==> src/rtl/avmm_burst_read_master.sv <==
// ---------------------------------------------------------------------------
// avmm_burst_read_master
//
// Read-only Avalon-MM burst master. A one-cycle command (start address and
// beat count) is split into bursts of at most MAX_BURST beats. Each burst is
// issued on the Avalon read port, and its returned beats are streamed to the
// user side. Only one burst is outstanding at a time, so returned data never
// needs reordering or buffering beyond a single register stage.
//
// Typical use: weight/activation fetch for the NPU datapath through the HPS
// F2SDRAM port, or against an SDRAM BFM in simulation.
//
// Ports
//   clk, rst        single clock; synchronous active-high reset
//   read_start      one-cycle command pulse, accepted only when idle
//   read_addr       start byte address; low log2(bytes-per-beat) bits dropped
//   read_cnt        total beats to fetch (0 completes with no bus traffic)
//   read_valid      read_data carries a returned beat this cycle
//   read_data       returned beat, one cycle after the slave presents it
//   read_done       one-cycle pulse, the cycle after the final read_valid
//   read            Avalon read request
//   address         Avalon byte address of the current burst
//   burstcount      Avalon burst length of the current burst
//   waitrequest     Avalon slave stall
//   readdata        Avalon returned data
//   readdatavalid   Avalon returned data qualifier
// ---------------------------------------------------------------------------
module avmm_burst_read_master #(
  parameter int SDRAM_DATA_W = 128,
  parameter int ADDR_W       = 32,
  parameter int CNT_W        = 11,
  parameter int MAX_BURST    = 16,
  parameter int BURST_W      = 5
) (
  input  logic                    clk,
  input  logic                    rst,
  // user command side
  input  logic                    read_start,
  input  logic [ADDR_W-1:0]       read_addr,
  input  logic [CNT_W-1:0]        read_cnt,
  output logic                    read_valid,
  output logic [SDRAM_DATA_W-1:0] read_data,
  output logic                    read_done,
  // Avalon-MM read master side
  output logic                    read,
  output logic [ADDR_W-1:0]       address,
  output logic [BURST_W-1:0]      burstcount,
  input  logic                    waitrequest,
  input  logic [SDRAM_DATA_W-1:0] readdata,
  input  logic                    readdatavalid
);

  localparam int BPB = SDRAM_DATA_W / 8;
  localparam int OFS = $clog2(BPB);

  typedef enum logic [1:0] {
    IDLE = 2'd0,
    REQ  = 2'd1,
    DATA = 2'd2,
    DONE = 2'd3
  } state_t;

  state_t              state;
  state_t              state_nxt;

  logic [ADDR_W-1:0]   cur_addr;
  logic [CNT_W-1:0]    remaining;
  logic [BURST_W-1:0]  burst_len;
  logic [BURST_W-1:0]  beat_cnt;
  logic [BURST_W-1:0]  req_len;

  logic                start_ok;
  logic                accept;
  logic                beat_in;
  logic                last_beat;

  // Length of the next burst: whatever is left, capped at MAX_BURST.
  function automatic logic [BURST_W-1:0] clip_burst(input logic [CNT_W-1:0] rem);
    if (rem >= CNT_W'(MAX_BURST)) begin
      return BURST_W'(MAX_BURST);
    end
    return BURST_W'(rem);
  endfunction

  // Force the address onto a beat boundary.
  function automatic logic [ADDR_W-1:0] align_addr(input logic [ADDR_W-1:0] a);
    return a & ~ADDR_W'(BPB - 1);
  endfunction

  // Byte distance covered by a burst of len beats; wraps with the address.
  function automatic logic [ADDR_W-1:0] burst_bytes(input logic [BURST_W-1:0] len);
    return ADDR_W'(len) << OFS;
  endfunction

  assign req_len  = clip_burst(remaining);

  // read_done is registered, so the controller is already back in IDLE while
  // the pulse is visible; a start coincident with that pulse is still refused.
  assign start_ok  = (state == IDLE) && read_start && !read_done;
  assign accept    = (state == REQ) && !waitrequest;
  assign beat_in   = (state == DATA) && readdatavalid;
  assign last_beat = beat_in && ((beat_cnt + BURST_W'(1)) == burst_len);

  // ---- state register ----
  always_ff @(posedge clk) begin
    if (rst) begin
      state <= IDLE;
    end else begin
      state <= state_nxt;
    end
  end

  // ---- next-state logic ----
  always_comb begin
    state_nxt = state;
    unique case (state)
      IDLE: begin
        if (start_ok) begin
          state_nxt = (read_cnt == '0) ? DONE : REQ;
        end
      end
      REQ: begin
        if (accept) begin
          state_nxt = DATA;
        end
      end
      DATA: begin
        if (last_beat) begin
          state_nxt = (remaining != '0) ? REQ : DONE;
        end
      end
      DONE: begin
        state_nxt = IDLE;
      end
      default: begin
        state_nxt = IDLE;
      end
    endcase
  end

  // ---- Avalon request outputs ----
  // Everything here derives from registers that only move on acceptance, so
  // the request stays stable for as long as the slave stalls.
  always_comb begin
    read       = 1'b0;
    address    = '0;
    burstcount = '0;
    if (state == REQ) begin
      read       = 1'b1;
      address    = cur_addr;
      burstcount = req_len;
    end
  end

  // ---- command / burst bookkeeping ----
  always_ff @(posedge clk) begin
    if (rst) begin
      cur_addr  <= '0;
      remaining <= '0;
      burst_len <= '0;
      beat_cnt  <= '0;
    end else begin
      if (start_ok) begin
        cur_addr  <= align_addr(read_addr);
        remaining <= read_cnt;
      end
      if (accept) begin
        burst_len <= req_len;
        beat_cnt  <= '0;
        remaining <= remaining - CNT_W'(req_len);
        cur_addr  <= cur_addr + burst_bytes(req_len);
      end else if (beat_in) begin
        beat_cnt  <= beat_cnt + BURST_W'(1);
      end
    end
  end

  // ---- return data stage: one register between slave and user ----
  // Gaps in readdatavalid pass straight through as gaps in read_valid. Data
  // arriving outside DATA (e.g. leftovers of a burst aborted by reset) is
  // dropped.
  always_ff @(posedge clk) begin
    if (rst) begin
      read_valid <= 1'b0;
      read_data  <= '0;
      read_done  <= 1'b0;
    end else begin
      read_valid <= beat_in;
      if (beat_in) begin
        read_data <= readdata;
      end
      read_done  <= (state == DONE);
    end
  end

endmodule

==> config.mk <==
export PLATFORM = sky130hd
export DESIGN_NAME = avmm_burst_read_master
export DESIGN_NICKNAME = d
export VERILOG_FILES = /design/src/rtl/avmm_burst_read_master.sv
export SDC_FILE = /design/constraint.sdc
export NUM_CORES = 1
export LEC_CHECK = 0
export BUFFER_PORTS_ARGS = -buffer_cell sky130_fd_sc_hd__clkbuf_2
export CAP_MARGIN = 15
export CORE_AREA = 10 10 133 135
export CTS_BUF_LIST = sky130_fd_sc_hd__clkbuf_4 sky130_fd_sc_hd__clkbuf_8
export CTS_CLUSTER_SIZE = 24
export DETAILED_ROUTE_END_ITERATION = 10
export DIE_AREA = 0 0 143 145
export HOLD_SLACK_MARGIN = 0.08
export PLACE_DENSITY = 0.87
export SKIP_CTS_REPAIR_TIMING = 1
export SLEW_MARGIN = 20
export SYNTH_ARGS = -nofsm -noshare
export SYNTH_HDL_FRONTEND = slang
export SYNTH_SLANG_ARGS = --single-unit
export TNS_END_PERCENT = 100
==> constraint.sdc <==
create_clock -name clk -period 6.6 [get_ports clk]
set_input_delay 0 -clock clk [delete_from_list [all_inputs] [get_ports clk]]
set_output_delay 0 -clock clk [all_outputs]
set_load 0.02 [all_outputs]
# Yosys cells after proc, flatten, opt, wreduce, memory -nomap -nowiden
# Cells that the tools add are included.
# word_totals
in_bits	176
wordCells	48
register_bits	185
output_inout_bits	168
# classes
n_lt_le_gt_ge	1
addsub	3
n_reduce_logical	13
muxes	16
eq_ne	7
# ops
op	n
$mux W32	3
$add A32 B9 Y32	1
$mux W11	2
$mux W5	3
$ge A11 B5 Y1 const B	1
$logic_not A11 Y1	1
$reduce_bool A11 Y1	1
$sub A11 B5 Y11	1
$mux W2	5
$pmux W2 S4	1
$ne A2 B2 Y1 const B	3
$add A5 B1 Y5 const B	1
$eq A5 B5 Y1	1
$logic_and A1 B1 Y1	5
$eq A2 B2 Y1 const B	2
$reduce_and A3 Y1	1
$eq A2 B1 Y1 const B	1
$logic_not A1 Y1	2
$logic_not A2 Y1	1
$mux W1	2
$reduce_bool A2 Y1	1
$reduce_or A2 Y1	1

# Logic depth before layout (Yosys ltp)
# logic_depth
depth_word	5
mapped_depth	14
ltp_nobuf	11

# Worst setup path before layout
# No wires, ideal clock.
# synth_timing
kind	reg2reg
start	register remaining[7]
end	register cur_addr[12]
stages_incl_launch_ff	14
arrival_ns	3.378
path_buffers	2
t_required_ns	6.526
synth_period_minus_slack_ns	3.452
setup_ns	0.074
path_slack_ns	3.148
path_cell_list	dfxtp_1 -> or4_1 -> nor3_1 -> clkbuf_1 -> and2_1 -> ha_1 -> inv_1 -> fa_1 -> nor2b_1 -> o2111ai_4 -> and2_1 -> clkbuf_1 -> or4_1 -> a31oi_1
# synth_via
elab_chain_len	5
# synth_lines
item	line_no	rtl
start: declaration	67	logic [CNT_W-1:0] remaining;
start signal: assignment	165	remaining <= read_cnt;
start signal: assignment	170	remaining <= remaining - CNT_W'(req_len);
$ge A11 B5 Y1	79	if (rem >= CNT_W'(MAX_BURST)) begin
$mux W1	79	
$mux W5	82	return BURST_W'(rem);
via req_len[0]	70	logic [BURST_W-1:0] req_len;
$add A32 B9 Y32	171	cur_addr <= cur_addr + burst_bytes(req_len);
$mux W32	167	if (accept) begin
end signal: assignment	164	cur_addr <= align_addr(read_addr);
end signal: assignment	171	
end: declaration	66	logic [ADDR_W-1:0] cur_addr;
# The timed path passes the listed nets, and every way through them passes these cells.
# A chain may end at the register's enable or synchronous reset.

# Worst setup path after layout
# layout_timing
start	register remaining[7]
end	register cur_addr[18]
# Same word-level chain as after synthesis.

==> results.md <==
* Htree depth at 4
* Syn Area/Cell at 7.76 sq um
* Clock Power Share at 0.299
* # setup viols final at 0
* Max-cap violation count at 0
* Worst clock skew at ~26 ps
* Sw frac at 0.341
* CP max FO at 12
* Residual DRC at 0
* Ys async rst share at 0
* Post-DP HPWL at just under 20000 um
* Leak pwr at approximately 5 nW
* Logic pwr share at 0.231
* HP Class: input port to register
* Worst Tran Pin Value at between 1000 and 1500 ps
* Reg clk slew, reported paths at 100 ps
* Commonest cells post-synth: nand2_1 (311), dfxtp_1 (181), a21oi_1 (155)
* Largest net degree at the start of global routing at roughly 100
* Final Max Slew Viols at 0
* Share of layout cells above drive strength 1 at 0.268
* Most frequent CP cell: and2_1
* Flops & latches, synth at between 150 and 200
* Starting Density at 0.523
* Final Cycle Share at 0.598
* Synth Cell Area at a little under 8000 sq um
* Routability cong. at approximately 0.95
* Crit. End Element: register
* Seq pwr share at 0.470
* Die ar. at 20700 sq um
* Worst Path Arrival at around 4400 ps
* Clock Tree Buf Depth at 2
* Area growth, synth to finish at 48.5%
* Clock latency on the worst-skew pair at ~480 ps
* Yosys top cell area share at 0.461
* Commonest register cell after synthesis: dfxtp_1
* Setup WS pre-CTS at about 3000 ps
* TritonRoute pass-1 iters at 5
* Routed vias at between 9k and 10k
* Most frequent cell after synthesis: nand2_1
* Layout Utilization at 0.776
* Sum Neg Setup Slack at 0 ps
* Core area at ~15000 sq um
* Initial DRC Count at between 900 and 1k
* CTS tree: yes
* Final Hold Viols at 0
* RSZ-0062 raised after global routing: false
* Vias per inst at roughly 5.7
* Max frequency at about 250 MHz
* Quantity of I/O buffers inserted on ports at 335
* CTS sink count at 181
* Antenna violations before repair at 12
* Global Route Usage Sum at 0.246
* Largest stage delay, worst path at a little under 600 ps
* P_sw at 898 uW
* Required time of the critical path at roughly 7000 ps
* Final worst slack at 2650 ps
* Final net count at 1650
* Yosys warns at 0
* Area contributors post-synth: dfxtp_1 (46%), nand2_1 (15%), a21oi_1 (9.9%), clkbuf_1 (3.4%), and3_1 (2.7%)
* Die Height at 145 um
* Num ports at between 300 and 400
* Max-slew headroom at 0.279
* FP Rows at between 40 and 50
* Number of enable flip-flop cells after synthesis at 0
* Fillers at 988
* Final wirelength at 34000 um
* Vias in the first global route at just under 8k
* Library cells used by synthesis at between 60 and 70
* Slowest CP cell: dlygate4sd3_1
* Class of the most critical setup path: register to register
* Die Wd at 143 um
* Crit path cell chain: or4_1, nor3_1, buf_4, and2_1, ha_1, inv_1, fa_1, nor2b_1, o2111ai_4, and2_1, or3_1, o211ai_1, dlygate4sd3_1
* Register area share after synthesis at 0.461
* Internal at roughly 1.7 mW
* Gr ovfl total at 0
* Outcome: completed
* Critical path startpoint category: register
* Root Driver: clkbuf_8
* Yosys top cell by area: dfxtp_1
* Final total power at 2.64 mW
* TritonCTS buffer count at 17
* WHS at 82.4 ps
* WL/cell at slightly above 20 um
* Global-route wire length before repair at a little over 40000 um
* PwrDens at 226 nW/um^2
* Cells after synthesis at a little over 1k
* Min Tclk post-route at roughly 4000 ps
* Post-route ant nets at 0
* Worst vdd ir at around 210 uV
## worst max-delay path: cells and delay by family (launching register included)
| kind | cells | cell delay [ps] |
|---|---|---|
| AOI/OAI and AO/OA | 2 | 260 |
| adders and majority gates | 2 | 570 |
| and+or+nand+nor | 6 | 1870 |
| buffers and inverters | 3 | 830 |
| DFF | 1 | 370 |
## routing by layer
metal	up-vias	wire length, um	part of all wire	track usage
met3	130	3540	0.10	0.0981
met4	0	1560	0.046	0.0918
met2	628	17100	0.50	0.405
li1	4397	-	-	-
met1	4491	11800	0.35	0.279
met5	-	0	0	0
## registers in the layout, summed over array words and instances, names as in the netlist
register    cells
cur_addr       28
beat_cnt        5
state           2
read_valid      1
read_data     128
remaining      11
burst_len       5
read_done       1
## path summary, 6_finish.rpt
path,cells after the start,to,slack [ps],startpoint
max,13,cur_addr[18],2650,remaining[7]
max reg2reg,13,cur_addr[18],2650,remaining[7]
min reg2reg,2,read_data[119],460,read_data[119]
min,5,state[0],80,readdatavalid
## layout make-up
cell class	count	area [sq um]	area share
clock inverter	14	161	0.0138
inverter	11	41.3	0.00354
antenna	12	30.0	0.00257
timing repair buffer	511	3430	0.294
tap	188	235	0.0202
clock buffer	18	248	0.0212
multi-input combinational	744	3910	0.335
sequential	181	3620	0.310
## through the flow
stage / instance area [sq um] / cells
6_report: 11700 / 1679
5_1_grt: 11700 / 1679
4_1_cts: 9940 / 1497
3_5_place_dp: 9530 / 1465
3_3_place_gp: 9530 / 1465
2_1_floorplan: 7870 / 1016
## kinds of logic (layout without fill, tap and decap cells)
logic type | Yosys count | count (layout) | share of synthesized area
fa+ha+maj | 8 | 8 | 0.0137
compound gates | 249 | 249 | 0.189
other cells | 2 | 17 | 0.000956
flops | 181 | 181 | 0.461
mux | 6 | 6 | 0.00796
simple gates | 463 | 463 | 0.267
xor+xnor | 13 | 13 | 0.0145
buf+inv | 91 | 554 | 0.0455
## cell usage in the layout (no fill, tap or decap), types with 3 or more instances in the layout
cell type	n
clkbuf_2	334
nand2_1	311
dfxtp_1	181
dlygate4sd3_1	170
a21oi_1	155
and3_1	33
nor2_1	27
nor3_1	18
clkbuf_8	18
o21ai_0	16
or3_1	13
o211ai_1	13
diode_2	12
inv_1	11
a31oi_1	11
xnor2_1	9
nand3_1	9
or4_1	8
nand4_1	8
a22oi_1	8
ha_1	7
buf_4	7
nor4_1	6
and2_1	5
o2111ai_1	5
conb_1	5
xor2_1	4
o311ai_0	4
mux2i_1	4
a211oi_1	4
o22ai_1	4
clkinv_4	4
inv_6	4
inv_8	4
nand2b_1	3
a311oi_1	3
a21o_1	3
a31o_2	3
## power groups by stage
stage / clock, mW / combinational [mW] / sequential, mW
2_1_floorplan: 0 / 0.301 / 1.27
3_3_place_gp: 0 / 0.491 / 1.25
3_5_place_dp: 0 / 0.499 / 1.26
4_1_cts: 0.785 / 0.501 / 1.23
5_1_grt: 0.830 / 0.658 / 1.25
6_report: 0.788 / 0.608 / 1.24
(Power assumes the default switching activity.)
